File: src/rtl/decode_stage.sv
// -----------------------------------------------------------------------------
// decode_stage
//
// Registered instruction-decode stage for the tetris350 CPU. It sits between
// fetch and register-read. Every accepted instruction word is decoded into a
// one-hot opcode class, an illegal-opcode flag and the raw instruction fields.
// The result is held in an output register until the consumer takes it.
//
// Handshake: a word moves on a side when valid and ready are both high at a
// rising clock edge (accept = in_valid & in_ready, deliver = out_valid &
// out_ready). A producer keeps valid and data stable until the word moves.
// While out_valid=1 and out_ready=0 every out_* signal holds its value.
//
// Parameters
//   INSN_W  instruction word width
//   OP_W    opcode / ALU-op field width
//   REG_W   register-specifier / shamt field width
//   DATA_W  width of the sign-extended immediate (>= IMM_W)
//   SKID    1: main + skid register, in_ready is a register decode
//           0: single register, in_ready = !out_valid | out_ready
//   CNT_W   illegal-opcode counter width
//
// Ports
//   clock          rising-edge clock
//   reset          asynchronous, active-high reset
//   flush          synchronous; drops held words and any word accepted this cycle
//   in_valid/in_ready/in_insn         upstream handshake and instruction word
//   out_valid/out_ready               downstream handshake
//   out_class      one-hot class [0..13] = r, j, bne, jal, jr, addi, blt, sw,
//                  lw, isw, ilw, ri, setx, bex
//   out_illegal    opcode matches no class
//   out_rd/out_rs/out_rt/out_shamt    register and shamt fields
//   out_aluop      ALU-op field
//   out_imm        sign-extended immediate
//   out_target     zero-extended jump target field
//   illegal_count  saturating count of accepted illegal instructions
// -----------------------------------------------------------------------------
module decode_stage #(
   parameter int INSN_W = 32,
   parameter int OP_W   = 5,
   parameter int REG_W  = 5,
   parameter int DATA_W = 32,
   parameter int SKID   = 1,
   parameter int CNT_W  = 8
) (
   input  logic                      clock,
   input  logic                      reset,
   input  logic                      flush,
   input  logic                      in_valid,
   output logic                      in_ready,
   input  logic [INSN_W-1:0]         in_insn,
   output logic                      out_valid,
   input  logic                      out_ready,
   output logic [13:0]               out_class,
   output logic                      out_illegal,
   output logic [REG_W-1:0]          out_rd,
   output logic [REG_W-1:0]          out_rs,
   output logic [REG_W-1:0]          out_rt,
   output logic [REG_W-1:0]          out_shamt,
   output logic [OP_W-1:0]           out_aluop,
   output logic [DATA_W-1:0]         out_imm,
   output logic [INSN_W-OP_W-1:0]    out_target,
   output logic [CNT_W-1:0]          illegal_count
);

   localparam int IMM_W = INSN_W - OP_W - 2*REG_W;
   localparam int TGT_W = INSN_W - OP_W;

   // Field positions, MSB first: opcode, rd, rs, rt, shamt, aluop.
   localparam int RD_HI    = INSN_W - OP_W - 1;
   localparam int RS_HI    = RD_HI - REG_W;
   localparam int RT_HI    = RS_HI - REG_W;
   localparam int SHAMT_HI = RT_HI - REG_W;
   localparam int ALUOP_HI = SHAMT_HI - REG_W;

   localparam logic [CNT_W-1:0] CNT_MAX = '1;

   // Decoded payload, identical layout for the main and skid registers.
   typedef struct packed {
      logic [13:0]       cls;
      logic              illegal;
      logic [REG_W-1:0]  rd;
      logic [REG_W-1:0]  rs;
      logic [REG_W-1:0]  rt;
      logic [REG_W-1:0]  shamt;
      logic [OP_W-1:0]   aluop;
      logic [DATA_W-1:0] imm;
      logic [TGT_W-1:0]  target;
   } dec_t;

   // Occupancy of the stage: nothing held, main register only, main + skid.
   typedef enum logic [1:0] {
      ST_EMPTY = 2'd0,
      ST_ONE   = 2'd1,
      ST_TWO   = 2'd2
   } occ_e;

   occ_e              r_state;
   occ_e              w_state_nxt;
   dec_t              r_m;
   dec_t              r_s;
   dec_t              w_dec;
   logic [OP_W-1:0]   w_opcode;
   logic [31:0]       w_op_ext;
   logic              w_accept;
   logic              w_deliver;
   logic              w_load_m_in;
   logic              w_load_m_s;
   logic              w_load_s;
   logic [CNT_W-1:0]  r_illegal_count;

   // --------------------------------------------------------------------------
   // Combinational decode of the incoming word
   // --------------------------------------------------------------------------
   assign w_opcode = in_insn[INSN_W-1 -: OP_W];
   // Opcode compared as an unsigned number so class codes above 2^OP_W-1
   // simply never match on a narrow opcode.
   assign w_op_ext = 32'(w_opcode);

   always_comb begin
      w_dec = '0;
      case (w_op_ext)
         32'd0:   w_dec.cls[0]  = 1'b1;  // r
         32'd1:   w_dec.cls[1]  = 1'b1;  // j
         32'd2:   w_dec.cls[2]  = 1'b1;  // bne
         32'd3:   w_dec.cls[3]  = 1'b1;  // jal
         32'd4:   w_dec.cls[4]  = 1'b1;  // jr
         32'd5:   w_dec.cls[5]  = 1'b1;  // addi
         32'd6:   w_dec.cls[6]  = 1'b1;  // blt
         32'd7:   w_dec.cls[7]  = 1'b1;  // sw
         32'd8:   w_dec.cls[8]  = 1'b1;  // lw
         32'd9:   w_dec.cls[9]  = 1'b1;  // isw
         32'd10:  w_dec.cls[10] = 1'b1;  // ilw
         32'd11:  w_dec.cls[11] = 1'b1;  // ri
         32'd21:  w_dec.cls[12] = 1'b1;  // setx
         32'd22:  w_dec.cls[13] = 1'b1;  // bex
         default: w_dec.cls     = '0;
      endcase
      w_dec.illegal = ~|w_dec.cls;
      // Fields are extracted regardless of class.
      w_dec.rd      = in_insn[RD_HI -: REG_W];
      w_dec.rs      = in_insn[RS_HI -: REG_W];
      w_dec.rt      = in_insn[RT_HI -: REG_W];
      w_dec.shamt   = in_insn[SHAMT_HI -: REG_W];
      w_dec.aluop   = in_insn[ALUOP_HI -: OP_W];
      w_dec.imm     = DATA_W'($signed(in_insn[IMM_W-1:0]));
      w_dec.target  = in_insn[TGT_W-1:0];
   end

   // --------------------------------------------------------------------------
   // Handshake
   // --------------------------------------------------------------------------
   // With the skid buffer, ready depends only on the state register, so there
   // is no combinational path from out_ready back to in_ready.
   assign in_ready  = (SKID != 0) ? (r_state != ST_TWO)
                                  : ((r_state == ST_EMPTY) | out_ready);
   assign w_accept  = in_valid & in_ready;
   assign w_deliver = (r_state != ST_EMPTY) & out_ready;

   // --------------------------------------------------------------------------
   // Occupancy FSM
   // --------------------------------------------------------------------------
   always_ff @(posedge clock or posedge reset) begin
      if (reset) begin
         r_state <= ST_EMPTY;
      end else begin
         r_state <= w_state_nxt;
      end
   end

   always_comb begin
      w_state_nxt = r_state;
      w_load_m_in = 1'b0;
      w_load_m_s  = 1'b0;
      w_load_s    = 1'b0;
      if (flush) begin
         // Flush wins over everything, including a word accepted this cycle.
         w_state_nxt = ST_EMPTY;
      end else begin
         case (r_state)
            ST_EMPTY: begin
               if (w_accept) begin
                  w_state_nxt = ST_ONE;
                  w_load_m_in = 1'b1;
               end
            end
            ST_ONE: begin
               if (w_deliver) begin
                  if (w_accept) begin
                     w_load_m_in = 1'b1;
                  end else begin
                     w_state_nxt = ST_EMPTY;
                  end
               end else if (w_accept && (SKID != 0)) begin
                  // Main register is stalled: park the new word in the skid.
                  w_state_nxt = ST_TWO;
                  w_load_s    = 1'b1;
               end
            end
            ST_TWO: begin
               // in_ready is low here, so no accept can coincide.
               if (w_deliver) begin
                  w_state_nxt = ST_ONE;
                  w_load_m_s  = 1'b1;
               end
            end
            default: begin
               w_state_nxt = ST_EMPTY;
            end
         endcase
      end
   end

   // --------------------------------------------------------------------------
   // Payload registers (stale contents after a flush are harmless)
   // --------------------------------------------------------------------------
   always_ff @(posedge clock or posedge reset) begin
      if (reset) begin
         r_m <= '0;
         r_s <= '0;
      end else begin
         if (w_load_m_in) begin
            r_m <= w_dec;
         end else if (w_load_m_s) begin
            r_m <= r_s;
         end
         if (w_load_s) begin
            r_s <= w_dec;
         end
      end
   end

   // --------------------------------------------------------------------------
   // Illegal-opcode counter: counts accepted illegal words, saturates, and is
   // deliberately left alone by flush so debug history survives pipeline kills.
   // --------------------------------------------------------------------------
   always_ff @(posedge clock or posedge reset) begin
      if (reset) begin
         r_illegal_count <= '0;
      end else if (w_accept && !flush && w_dec.illegal &&
                   (r_illegal_count != CNT_MAX)) begin
         r_illegal_count <= r_illegal_count + 1'b1;
      end
   end

   // --------------------------------------------------------------------------
   // Outputs
   // --------------------------------------------------------------------------
   assign out_valid     = (r_state != ST_EMPTY);
   assign out_class     = r_m.cls;
   assign out_illegal   = r_m.illegal;
   assign out_rd        = r_m.rd;
   assign out_rs        = r_m.rs;
   assign out_rt        = r_m.rt;
   assign out_shamt     = r_m.shamt;
   assign out_aluop     = r_m.aluop;
   assign out_imm       = r_m.imm;
   assign out_target    = r_m.target;
   assign illegal_count = r_illegal_count;

endmodule
File: config.mk
export PLATFORM = sky130hd
export DESIGN_NAME = decode_stage
export DESIGN_NICKNAME = d
export VERILOG_FILES = /design/src/rtl/decode_stage.sv
export SDC_FILE = /design/constraint.sdc
export NUM_CORES = 1
export LEC_CHECK = 0
export CAP_MARGIN = 10
export CORE_ASPECT_RATIO = 2
export CORE_MARGIN = 2
export CORE_UTILIZATION = 42
export DETAILED_ROUTE_END_ITERATION = 10
export GPL_TIMING_DRIVEN = 0
export PLACE_DENSITY = 0.89
export RECOVER_POWER = 100
export SLEW_MARGIN = 20
export SYNTH_ARGS = -nofsm -noshare
export SYNTH_HDL_FRONTEND = slang
export SYNTH_SLANG_ARGS = --single-unit
export TNS_END_PERCENT = 5
File: constraint.sdc
create_clock -name clock -period 2.99 [get_ports clock]
set_input_delay 0.598 -clock clock [delete_from_list [all_inputs] [get_ports clock]]
set_output_delay 0.598 -clock clock [all_outputs]
set_load 0.01 [all_outputs]
==> impl_metrics.env, run 1 <==
export IMPL_switchingPower_mw=1.06
export IMPL_grt_pass1_wl_um=17700
export IMPL_crit_fanout=10
export IMPL_nets=566
export IMPL_wl_um=11000
export IMPL_cts_hold_buf=0
export IMPL_clk_latency_ns=0.33
export IMPL_netlist_area_um2=4430
export IMPL_synthCells=371
export IMPL_cp_slowest_cell="dlygate4sd3_1"
export IMPL_die_w_um=76.6
export IMPL_utilization_pct=60.8
export IMPL_sw_frac_of_total_pct=26.9
export IMPL_drt_iter0_markers=158
export IMPL_fillCellCount=860
export IMPL_stdcell_count=670
export IMPL_synthToLayoutAreaGrowth_pct=43.0
export IMPL_start_kind="input pin"
export IMPL_drc=0
export IMPL_ys_top_cells_by_count="94 x dfrtp_1, 58 x buf_4, 29 x mux2_2"
export IMPL_p_clk_share_pct=29.1
export IMPL_fin_crit_ns=2.51
export IMPL_setup_tns_ns=0
export IMPL_grt_pass1_vias=3617
export IMPL_pwr_share_comb_pct=28.3
export IMPL_vias=3466
export IMPL_place_congestion=0.847
export IMPL_post_synth_top_count_cell="dfrtp_1"
export IMPL_hold_worst_slack_ns=0.479
export IMPL_worst_slew_pin_slew_ns=1.10
export IMPL_status="completed"
export IMPL_synth_net_count=409
export IMPL_max_vdd_ir_drop_mv=0.342
export IMPL_synth_area_leader_cell="dfrtp_1"
export IMPL_synth_cell_types=41
export IMPL_hp_class="flop to flop"
export IMPL_fin_skew_ns=0.00792
export IMPL_drtPass1Iterations=4
export IMPL_worstSetupPathType="input pin to flop"
export IMPL_vias_per_cell=5.17
export IMPL_synth_yosys_warnings=0
export IMPL_synth_area_leaders="dfrtp_1 53%, buf_4 9.8%, mux2_2 7.4%"
export IMPL_syn_area_per_cell_um2=11.9
export IMPL_htreeDepth=3
export IMPL_start_util_pct=42.5
export IMPL_diodes=0
export IMPL_p_leak_nw=3.07
export IMPL_synth_seq_cells=94
export IMPL_cts_setup_buffers=0
export IMPL_clockBufferDepth=2
export IMPL_crit_buf_inv=3
export IMPL_async_reset_ff_share_pct=100
export IMPL_slew_limit_headroom_pct=26.6
export IMPL_grt_ovfl_total=0
export IMPL_numCtsBuffers=9
export IMPL_ys_seq_area_share_pct=53.1
export IMPL_power_internal_mw=2.88
export IMPL_io_buffers=144
export IMPL_setup_violations_final=0
export IMPL_synth_edff_count=0
export IMPL_ys_flop_type="dfrtp_1"
export IMPL_max_freq_mhz=399
export IMPL_num_io_pins=146
export IMPL_max_stage_delay_ns=0.61
export IMPL_path_clk_slew_ns=0.06
export IMPL_drive_above_1_share_pct=21.4
export IMPL_end_kind="flop"
export IMPL_synth_top_area_share_pct=53.1
export IMPL_root_buffer="clkbuf_16"
export IMPL_grt_usage_pct=19.7
export IMPL_clock_sinks=94
export IMPL_rsz0062_at_grt="no"
export IMPL_finalMaxSlewViolations=0
export IMPL_grt_antenna_before_repair=0
export IMPL_post_cts_resize_count=0
export IMPL_wire_per_inst_um=16.4
export IMPL_cts_tree="built"
export IMPL_p_seq_share_pct=42.6
export IMPL_path_delay_family="buffers and inverters"
export IMPL_path_cells="dlygate4sd3_1 -> nor3b_1 -> nor2b_1 -> buf_4 -> nor2_1 -> clkbuf_1 -> a221o_1"
export IMPL_coreArea_um2=10400
export IMPL_gr_usage_met1_pct=20.7
export IMPL_hpwl_um=8490
export IMPL_dp_cells=654
export IMPL_busiest_layer="met2"
export IMPL_cp_arrival_ns=2.72
export IMPL_drv_cap=0
export IMPL_rows=53
export IMPL_ant_nets=0
export IMPL_critPathRequiredTime_ns=3.20
export IMPL_dieArea_um2=11400
export IMPL_hold_violations=0
export IMPL_final_period_utilization_pct=83.8
export IMPL_grtUsageMet2_pct=37.4
export IMPL_grt_start_max_net_pins=37
export IMPL_die_y_um=149
export IMPL_power_density_nw_per_um2=623
export IMPL_gr_usage_met3_pct=2.48
## power by group through the flow
stage,clock network (mW),registers [mW],logic [mW]
floorplan,0,1.71,0.559
global placement,0,1.69,1.18
detailed placement,0,1.71,1.23
CTS,1.16,1.69,1.23
global route,1.23,1.71,1.20
finish,1.15,1.68,1.12
## logic make-up after synthesis
logic type | Yosys count | share of synthesized area [%]
buffers and inverters | 83 | 12.4
adder cells (fa/ha/maj) | 1 | 0.283
XOR/XNOR | 8 | 1.58
multiplexers | 30 | 7.60
AND/OR/NAND/NOR | 66 | 8.37
flip-flops | 94 | 53.1
AO/OA/AOI/OAI | 89 | 16.6
## cell type report
class	count	area, µm²	area share [%]
Inverter	1	5.00	0.0791
Timing Repair Buffer	146	1450	22.9
Clock buffer	13	260	4.11
Buffer	82	533	8.42
Tap cell	137	171	2.71
Clock inverter	3	42.5	0.672
Sequential cell	94	2350	37.2
Multi-Input combinational cell	194	1520	23.9
## per-layer routing
layer	up-vias	wire [µm]
li1	1600	-
met1	1733	4090
met2	108	6180
met3	25	318
met4	0	375
met5	-	0
## worst paths after layout
kind	start	end	slack [ns]	cells past startpoint
setup / recovery	in_valid	out_class[1]$_DFFE_PP0P_	0.48	7
hold / removal	r_s[96]$_DFFE_PP0P_	r_s[96]$_DFFE_PP0P_	0.48	2
setup reg to reg	r_state[1]$_DFFE_PP0P_	out_class[1]$_DFFE_PP0P_	0.92	6
hold reg to reg	r_s[96]$_DFFE_PP0P_	r_s[96]$_DFFE_PP0P_	0.48	2
max in group asynchronous	reset	out_rd[3]$_DFFE_PP0P_	0.71	3
min in group asynchronous	reset	out_rs[1]$_DFFE_PP0P_	0.92	2
## flip-flops by register name (all words and copies together) (netlist names)
name	flops
out_aluop	4
r_s	42
out_shamt	4
out_rt	4
out_class	14
r_state	2
out_rs	4
out_rd	4
out_target	2
out_imm	5
illegal_count	8
out_illegal	1
## worst register-to-register path: cells and delay by family (launching register included)
family / cells / cell delay [ns]
and+or+nand+nor: 3 / 0.66
buffers and inverters: 2 / 0.49
DFF: 1 / 0.43
AOI/OAI and AO/OA: 1 / 0.37
## metrics by stage
step,setup slack (ns),cell area (µm²),total power [mW]
4_1_cts,0.631,6390,4.08
6_report,0.483,6330,3.95
5_1_grt,0.323,6330,4.14
2_1_floorplan,1.21,4430,2.27
3_5_place_dp,0.457,6080,2.93
3_3_place_gp,0.388,6040,2.86
## cell usage in the layout, fill, tap and decap left out, types with 15 or more instances in the layout
master	n
nand2_1	19
clkbuf_1	20
clkbuf_4	17
mux2_2	29
clkdlybuf4s50_1	48
a21o_1	27
a22o_1	27
a221o_1	15
dlygate4sd3_1	96
dfrtp_1	94
buf_4	41
Power figures use the tool's default switching activity.
==> run 2: changes to the inputs <==
--- a/config.mk
+++ b/config.mk
@@ -8,10 +8,10 @@
 export CAP_MARGIN = 10
 export CORE_ASPECT_RATIO = 2
 export CORE_MARGIN = 2
-export CORE_UTILIZATION = 42
+export CORE_UTILIZATION = 43
 export DETAILED_ROUTE_END_ITERATION = 10
 export GPL_TIMING_DRIVEN = 0
-export PLACE_DENSITY = 0.89
+export PLACE_DENSITY = 0.88
 export RECOVER_POWER = 100
 export SLEW_MARGIN = 20
 export SYNTH_ARGS = -nofsm -noshare
==> constraint.sdc (replaced) <==
create_clock -name clock -period 2.5 [get_ports clock]
set_input_delay 0.5 -clock clock [delete_from_list [all_inputs] [get_ports clock]]
set_output_delay 0.5 -clock clock [all_outputs]
set_load 0.01 [all_outputs]
==> run 2 against run 1 <==
Compared with the run above: clock power increased by 16%; flip-flop and latch count unchanged; combinational power increased by 21%; global-route usage increased by 0.95 points; wire length increased by 1.9%; power increased by 19%; critical path depth decreased by 5; via count decreased by 0.26%; count of clock-buffer cells in the layout decreased by 3; critical path type is now flop to output pin; critical endpoint is now out_imm[24]; largest cell class unchanged; largest power group unchanged; highest routed layer unchanged.
==> impl_metrics.env, run 2 (same netlist as run 1, synthesis figures left out) <==
export IMPL_dp_slack_ns=0.0840
export IMPL_root_buffer="clkbuf_16"
export IMPL_critPathRequiredTime_ns=2.00
export IMPL_rows=52
export IMPL_cts_tree="built"
export IMPL_vias=3457
export IMPL_hp_class="flop to flop"
export IMPL_cp_slowest_cell="dfrtp_1"
export IMPL_rsz0062_at_grt="no"
export IMPL_grt_pass1_wl_um=17400
export IMPL_hpwl_um=8520
export IMPL_crit_fanout=19
export IMPL_drive_above_1_share_pct=22.2
export IMPL_final_period_utilization_pct=89.0
export IMPL_fin_crit_ns=2.22
export IMPL_max_freq_mhz=450
export IMPL_synthToLayoutAreaGrowth_pct=43.6
export IMPL_grt_usage_pct=20.6
export IMPL_die_y_um=147
export IMPL_place_congestion=0.848
export IMPL_power_density_nw_per_um2=738
export IMPL_start_util_pct=43.9
export IMPL_diodes=0
export IMPL_clock_sinks=94
export IMPL_setup_violations_final=0
export IMPL_dp_cells=652
export IMPL_cts_hold_buf=0
export IMPL_crit_start="out_imm[30]$_DFFE_PP0P_"
export IMPL_coreArea_um2=10100
export IMPL_grt_ovfl_total=0
export IMPL_hold_violations=0
export IMPL_worst_slack_ns=0.275
export IMPL_clockBufferDepth=2
export IMPL_start_kind="flop"
export IMPL_end_kind="output pin"
export IMPL_worst_slew_pin_slew_ns=1.19
export IMPL_drv_cap=0
export IMPL_mostFrequentLayoutCell="dlygate4sd3_1"
export IMPL_largest_register="r_s"
export IMPL_vias_per_cell=5.18
export IMPL_numCtsBuffers=9
export IMPL_path_clk_slew_ns=0.06
export IMPL_drc=0
export IMPL_grt_antenna_before_repair=0
export IMPL_dieArea_um2=11200
export IMPL_htreeDepth=3
export IMPL_hold_path_startpoint="r_s[93]$_DFFE_PP0P_"
export IMPL_drtPass1Iterations=4
export IMPL_max_vdd_ir_drop_mv=0.599
export IMPL_die_w_um=75.7
export IMPL_max_stage_delay_ns=0.62
export IMPL_clk_latency_ns=0.34
export IMPL_final_cell_mix="95 x dlygate4sd3_1, 94 x dfrtp_1, 49 x clkdlybuf4s50_1, 41 x buf_4"
export IMPL_num_io_pins=146
export IMPL_fin_skew_ns=0.00725
export IMPL_fillCellCount=824
export IMPL_multi_input_area_um2=1520
export IMPL_worstSetupPathType="flop to output pin"
export IMPL_cts_setup_buffers=0
export IMPL_seq_area_um2=2350
export IMPL_wire_per_inst_um=16.7
export IMPL_drt_iter0_markers=221
export IMPL_cp_arrival_ns=1.72
export IMPL_path_cells="clkbuf_4 -> clkdlybuf4s50_1"
export IMPL_p_leak_nw=3.08
export IMPL_grt_start_max_net_pins=37
export IMPL_wl_um=11200
export IMPL_io_buffers=144
export IMPL_finalMaxSlewViolations=0
export IMPL_slew_limit_headroom_pct=20.2
export IMPL_post_cts_resize_count=0
export IMPL_reg2reg_from="r_state[1]$_DFFE_PP0P_"
export IMPL_ant_nets=0
export IMPL_stdcell_count=667
export IMPL_grt_pass1_vias=3506
export IMPL_nets=566
export IMPL_largest_reg_flops=42
export IMPL_status="completed"
## run 2: cell count changes in the layout (fill, tap and decap cells not counted), sizes merged
cell           change
clkbuf             -9
buf                +6
clkinvlp           +2
clkdlybuf4s50      +1
dlygate4sd3        -1
## run 2: worst max-delay path: cells and delay by family, from the launching register on
kind,cells,cell delay [ns]
buffers and inverters,2,0.77
DFF,1,0.62
## run 2: final cells by class
cell class / instances / area share, %
Buffer: 82 / 8.46
Inverter: 1 / 0.0787
Multi-Input combinational cell: 194 / 23.9
Tap cell: 135 / 2.66
Clock buffer: 10 / 3.60
Sequential cell: 94 / 37.0
Clock inverter: 5 / 0.964
Timing Repair Buffer: 146 / 23.3
## run 2: report_power, final
part / internal (mW) / total, mW / leakage (nW) / switching [mW]
logic: 0.837 / 1.35 / 1.74 / 0.510
clock network: 0.771 / 1.33 / 0.131 / 0.561
registers: 1.79 / 2.01 / 1.21 / 0.224
total: 3.40 / 4.69 / 3.08 / 1.30
## run 2: final timing paths
| path | depth (start not counted) | slack, ns | endpoint |
|---|---|---|---|
| setup / recovery | 2 | 0.28 | out_imm[24] |
| hold / removal | 2 | 0.48 | r_s[93]$_DFFE_PP0P_ |
| setup reg to reg | 6 | 0.62 | out_class[3]$_DFFE_PP0P_ |
| hold reg to reg | 2 | 0.48 | r_s[93]$_DFFE_PP0P_ |
| max in group asynchronous | 3 | 0.94 | out_rd[2]$_DFFE_PP0P_ |
| min in group asynchronous | 2 | 0.86 | r_s[74]$_DFFE_PP0P_ |
## run 2: stage by stage
stage          TNS [ns]  power, mW  hold WS [ns]  utilization (%)  instance area (µm²)
2_1_floorplan         0       2.72         0.444                -                 4430
3_3_place_gp      -1.19       3.42         0.456             59.9                 6040
3_5_place_dp          0       3.51         0.466             60.3                 6080
4_1_cts               0       4.86         0.481             63.2                 6370
5_1_grt               0       4.92         0.512             63.1                 6360
6_report              0       4.69         0.480             63.1                 6360
## run 2: metal layers
layer / up-vias / routed length (µm) / share of wire (%) / global-route usage [%]
met4: 0 / 321 / 2.9 / 10.3
met5: - / 0 / 0 / 0
met2: 132 / 6370 / 57 / 36.9
li1: 1608 / - / - / -
met3: 19 / 523 / 4.7 / 3.68
met1: 1698 / 3950 / 35 / 22.1
==> run 3: changes to the inputs <==
--- a/config.mk
+++ b/config.mk
@@ -11,7 +11,7 @@
 export CORE_UTILIZATION = 43
 export DETAILED_ROUTE_END_ITERATION = 10
 export GPL_TIMING_DRIVEN = 0
-export PLACE_DENSITY = 0.88
+export PLACE_DENSITY_LB_ADDON = 0.25
 export RECOVER_POWER = 100
 export SLEW_MARGIN = 20
 export SYNTH_ARGS = -nofsm -noshare
==> constraint.sdc (replaced) <==
create_clock -name clock -period 2.2 [get_ports clock]
set_input_delay 0.44 -clock clock [delete_from_list [all_inputs] [get_ports clock]]
set_output_delay 0.44 -clock clock [all_outputs]
set_load 0.01 [all_outputs]
==> run 3 against run 2 <==
Compared with the run above: count of clock-buffer cells in the layout unchanged; critical path depth stayed put; largest cell class unchanged; highest routed layer unchanged; die area did not move; flip-flop and latch count did not move.
==> impl_metrics.env, run 3 (same netlist as run 1, synthesis figures left out) <==
export IMPL_drive_above_1_share_pct=23.6
export IMPL_htreeDepth=3
export IMPL_wl_met1_um=3740
export IMPL_hold_worst_slack_ns=0.484
export IMPL_reg2reg_to="out_class[2]$_DFFE_PP0P_"
export IMPL_wire_per_inst_um=15.8
export IMPL_start_kind="flop"
export IMPL_dp_slack_ns=-0.160
export IMPL_wl_um=10500
export IMPL_drc=0
export IMPL_reg2reg_slack_ns=0.32
export IMPL_hold_depth=2
export IMPL_mostFrequentLayoutCell="dlygate4sd3_1"
export IMPL_vias_per_cell=5.11
export IMPL_worst_slack_ns=0.113
export IMPL_critPathRequiredTime_ns=1.76
export IMPL_rsz0062_at_grt="no"
export IMPL_setup_violations_final=0
export IMPL_final_cell_mix="106 x dlygate4sd3_1, 93 x dfrtp_1, 54 x buf_4, 38 x clkdlybuf4s50_1"
export IMPL_clk_latency_ns=0.34
export IMPL_cp_arrival_ns=1.65
export IMPL_slew_limit_headroom_pct=46.3
export IMPL_root_buffer="clkbuf_16"
export IMPL_die_y_um=147
export IMPL_nets=567
export IMPL_ant_nets=0
export IMPL_max_vdd_ir_drop_mv=0.530
export IMPL_setup_tns_ns=0
export IMPL_drt_iter0_markers=105
export IMPL_die_w_um=75.7
export IMPL_p_leak_nw=3.14
export IMPL_dr_max_layer_used="met4"
export IMPL_dp_cells=653
export IMPL_drtPass1Iterations=4
export IMPL_finalPower_mw=5.52
export IMPL_reg2reg_from="r_state[0]$_DFFE_PP0P_"
export IMPL_hp_class="flop to flop"
export IMPL_grt_pass1_vias=3506
export IMPL_max_freq_mhz=479
export IMPL_dpl_cell_area_um2=6110
export IMPL_numCtsBuffers=9
export IMPL_largest_register="r_s"
export IMPL_clockBufferDepth=2
export IMPL_start_util_pct=43.9
export IMPL_status="completed"
export IMPL_num_io_pins=146
export IMPL_detailroute_wirelength_met3_um=472
export IMPL_synthToLayoutAreaGrowth_pct=45.3
export IMPL_hpwl_um=8150
export IMPL_dieArea_um2=11200
export IMPL_stdcell_count=669
export IMPL_hold_violations=0
export IMPL_grt_usage_pct=19.9
export IMPL_grt_ovfl_total=0
export IMPL_rr_worst_depth=5
export IMPL_utilization_pct=63.8
export IMPL_drv_cap=0
export IMPL_cts_hold_buf=0
export IMPL_clock_sinks=94
export IMPL_end_kind="output pin"
export IMPL_fin_crit_ns=2.09
export IMPL_holdPathEnd="r_s[98]$_DFFE_PP0P_"
export IMPL_wl_met2_um=6100
export IMPL_grt_antenna_before_repair=0
export IMPL_largest_reg_flops=42
export IMPL_worst_slew_pin_slew_ns=0.801
export IMPL_rows=52
export IMPL_power_density_nw_per_um2=858
export IMPL_coreArea_um2=10100
export IMPL_io_buffers=144
export IMPL_crit_fanout=19
export IMPL_cts_tree="built"
export IMPL_place_congestion=0.850
export IMPL_finalInstanceArea_um2=6430
export IMPL_grt_start_max_net_pins=33
export IMPL_finalMaxSlewViolations=0
export IMPL_final_period_utilization_pct=94.9
export IMPL_hold_path_startpoint="r_s[98]$_DFFE_PP0P_"
export IMPL_grt_pass1_wl_um=17000
export IMPL_path_clk_slew_ns=0.06
export IMPL_vias=3416
export IMPL_fin_skew_ns=0.00906
export IMPL_worstSetupPathType="flop to output pin"
export IMPL_diodes=0
run 3: where the power goes:
group          internal [mW]  total (mW)  leakage [nW]  switching [mW]
combinational          0.944        1.51          1.78           0.564
clock                   1.11        1.74         0.159           0.628
sequential              2.03        2.28          1.21           0.242
total                   4.09        5.52          3.14            1.43
run 3: worst max path at each step:
stage / from / to / slack [ns] / depth (start not counted)
finish: out_imm[30]$_DFFE_PP0P_ / out_imm[23] / 0.11 / 2
global route: out_ready / r_s[88]$_DFFE_PP0P_ / 0.05 / 6
CTS: out_imm[30]$_DFFE_PP0P_ / out_imm[23] / 0.16 / 2
detailed placement: flush / out_class[2]$_DFFE_PP0P_ / -0.16 / 7
global placement: reset / out_class[6]$_DFFE_PP0P_ / -0.31 / 2
floorplan: in_insn[31] / illegal_count[1]$_DFFE_PP0P_ / 0.58 / 5
run 3: area by class of cell:
| class | instances | area (µm²) |
|---|---|---|
| plain buffers | 82 | 543 |
| clock buffers | 10 | 229 |
| clock inverters | 6 | 110 |
| fillers | 863 | 3650 |
| inverters | 1 | 5.00 |
| multi-input cells | 194 | 1530 |
| flip-flops and latches | 94 | 2350 |
| well taps | 135 | 169 |
| repair buffers | 147 | 1500 |
run 3: what timing repair did:
action | 4_1_cts | 5_1_grt
setup buffers | 0 | 0
endpoints found under the setup margin | 7 | 0
gates resized for setup | 1 | 0
run 3: metal layers:
layer,global-route usage [%],vias to the layer above
met1,21.1,1687
met5,0,-
met4,8.07,0
li1,-,1604
met2,36.5,105
met3,3.68,20
run 3: worst max-delay path: stages, from the launching register on:
cell,delay [ns]
dfrtp_2,0.53
buf_4,0.16
dlygate4sd3_1,0.62
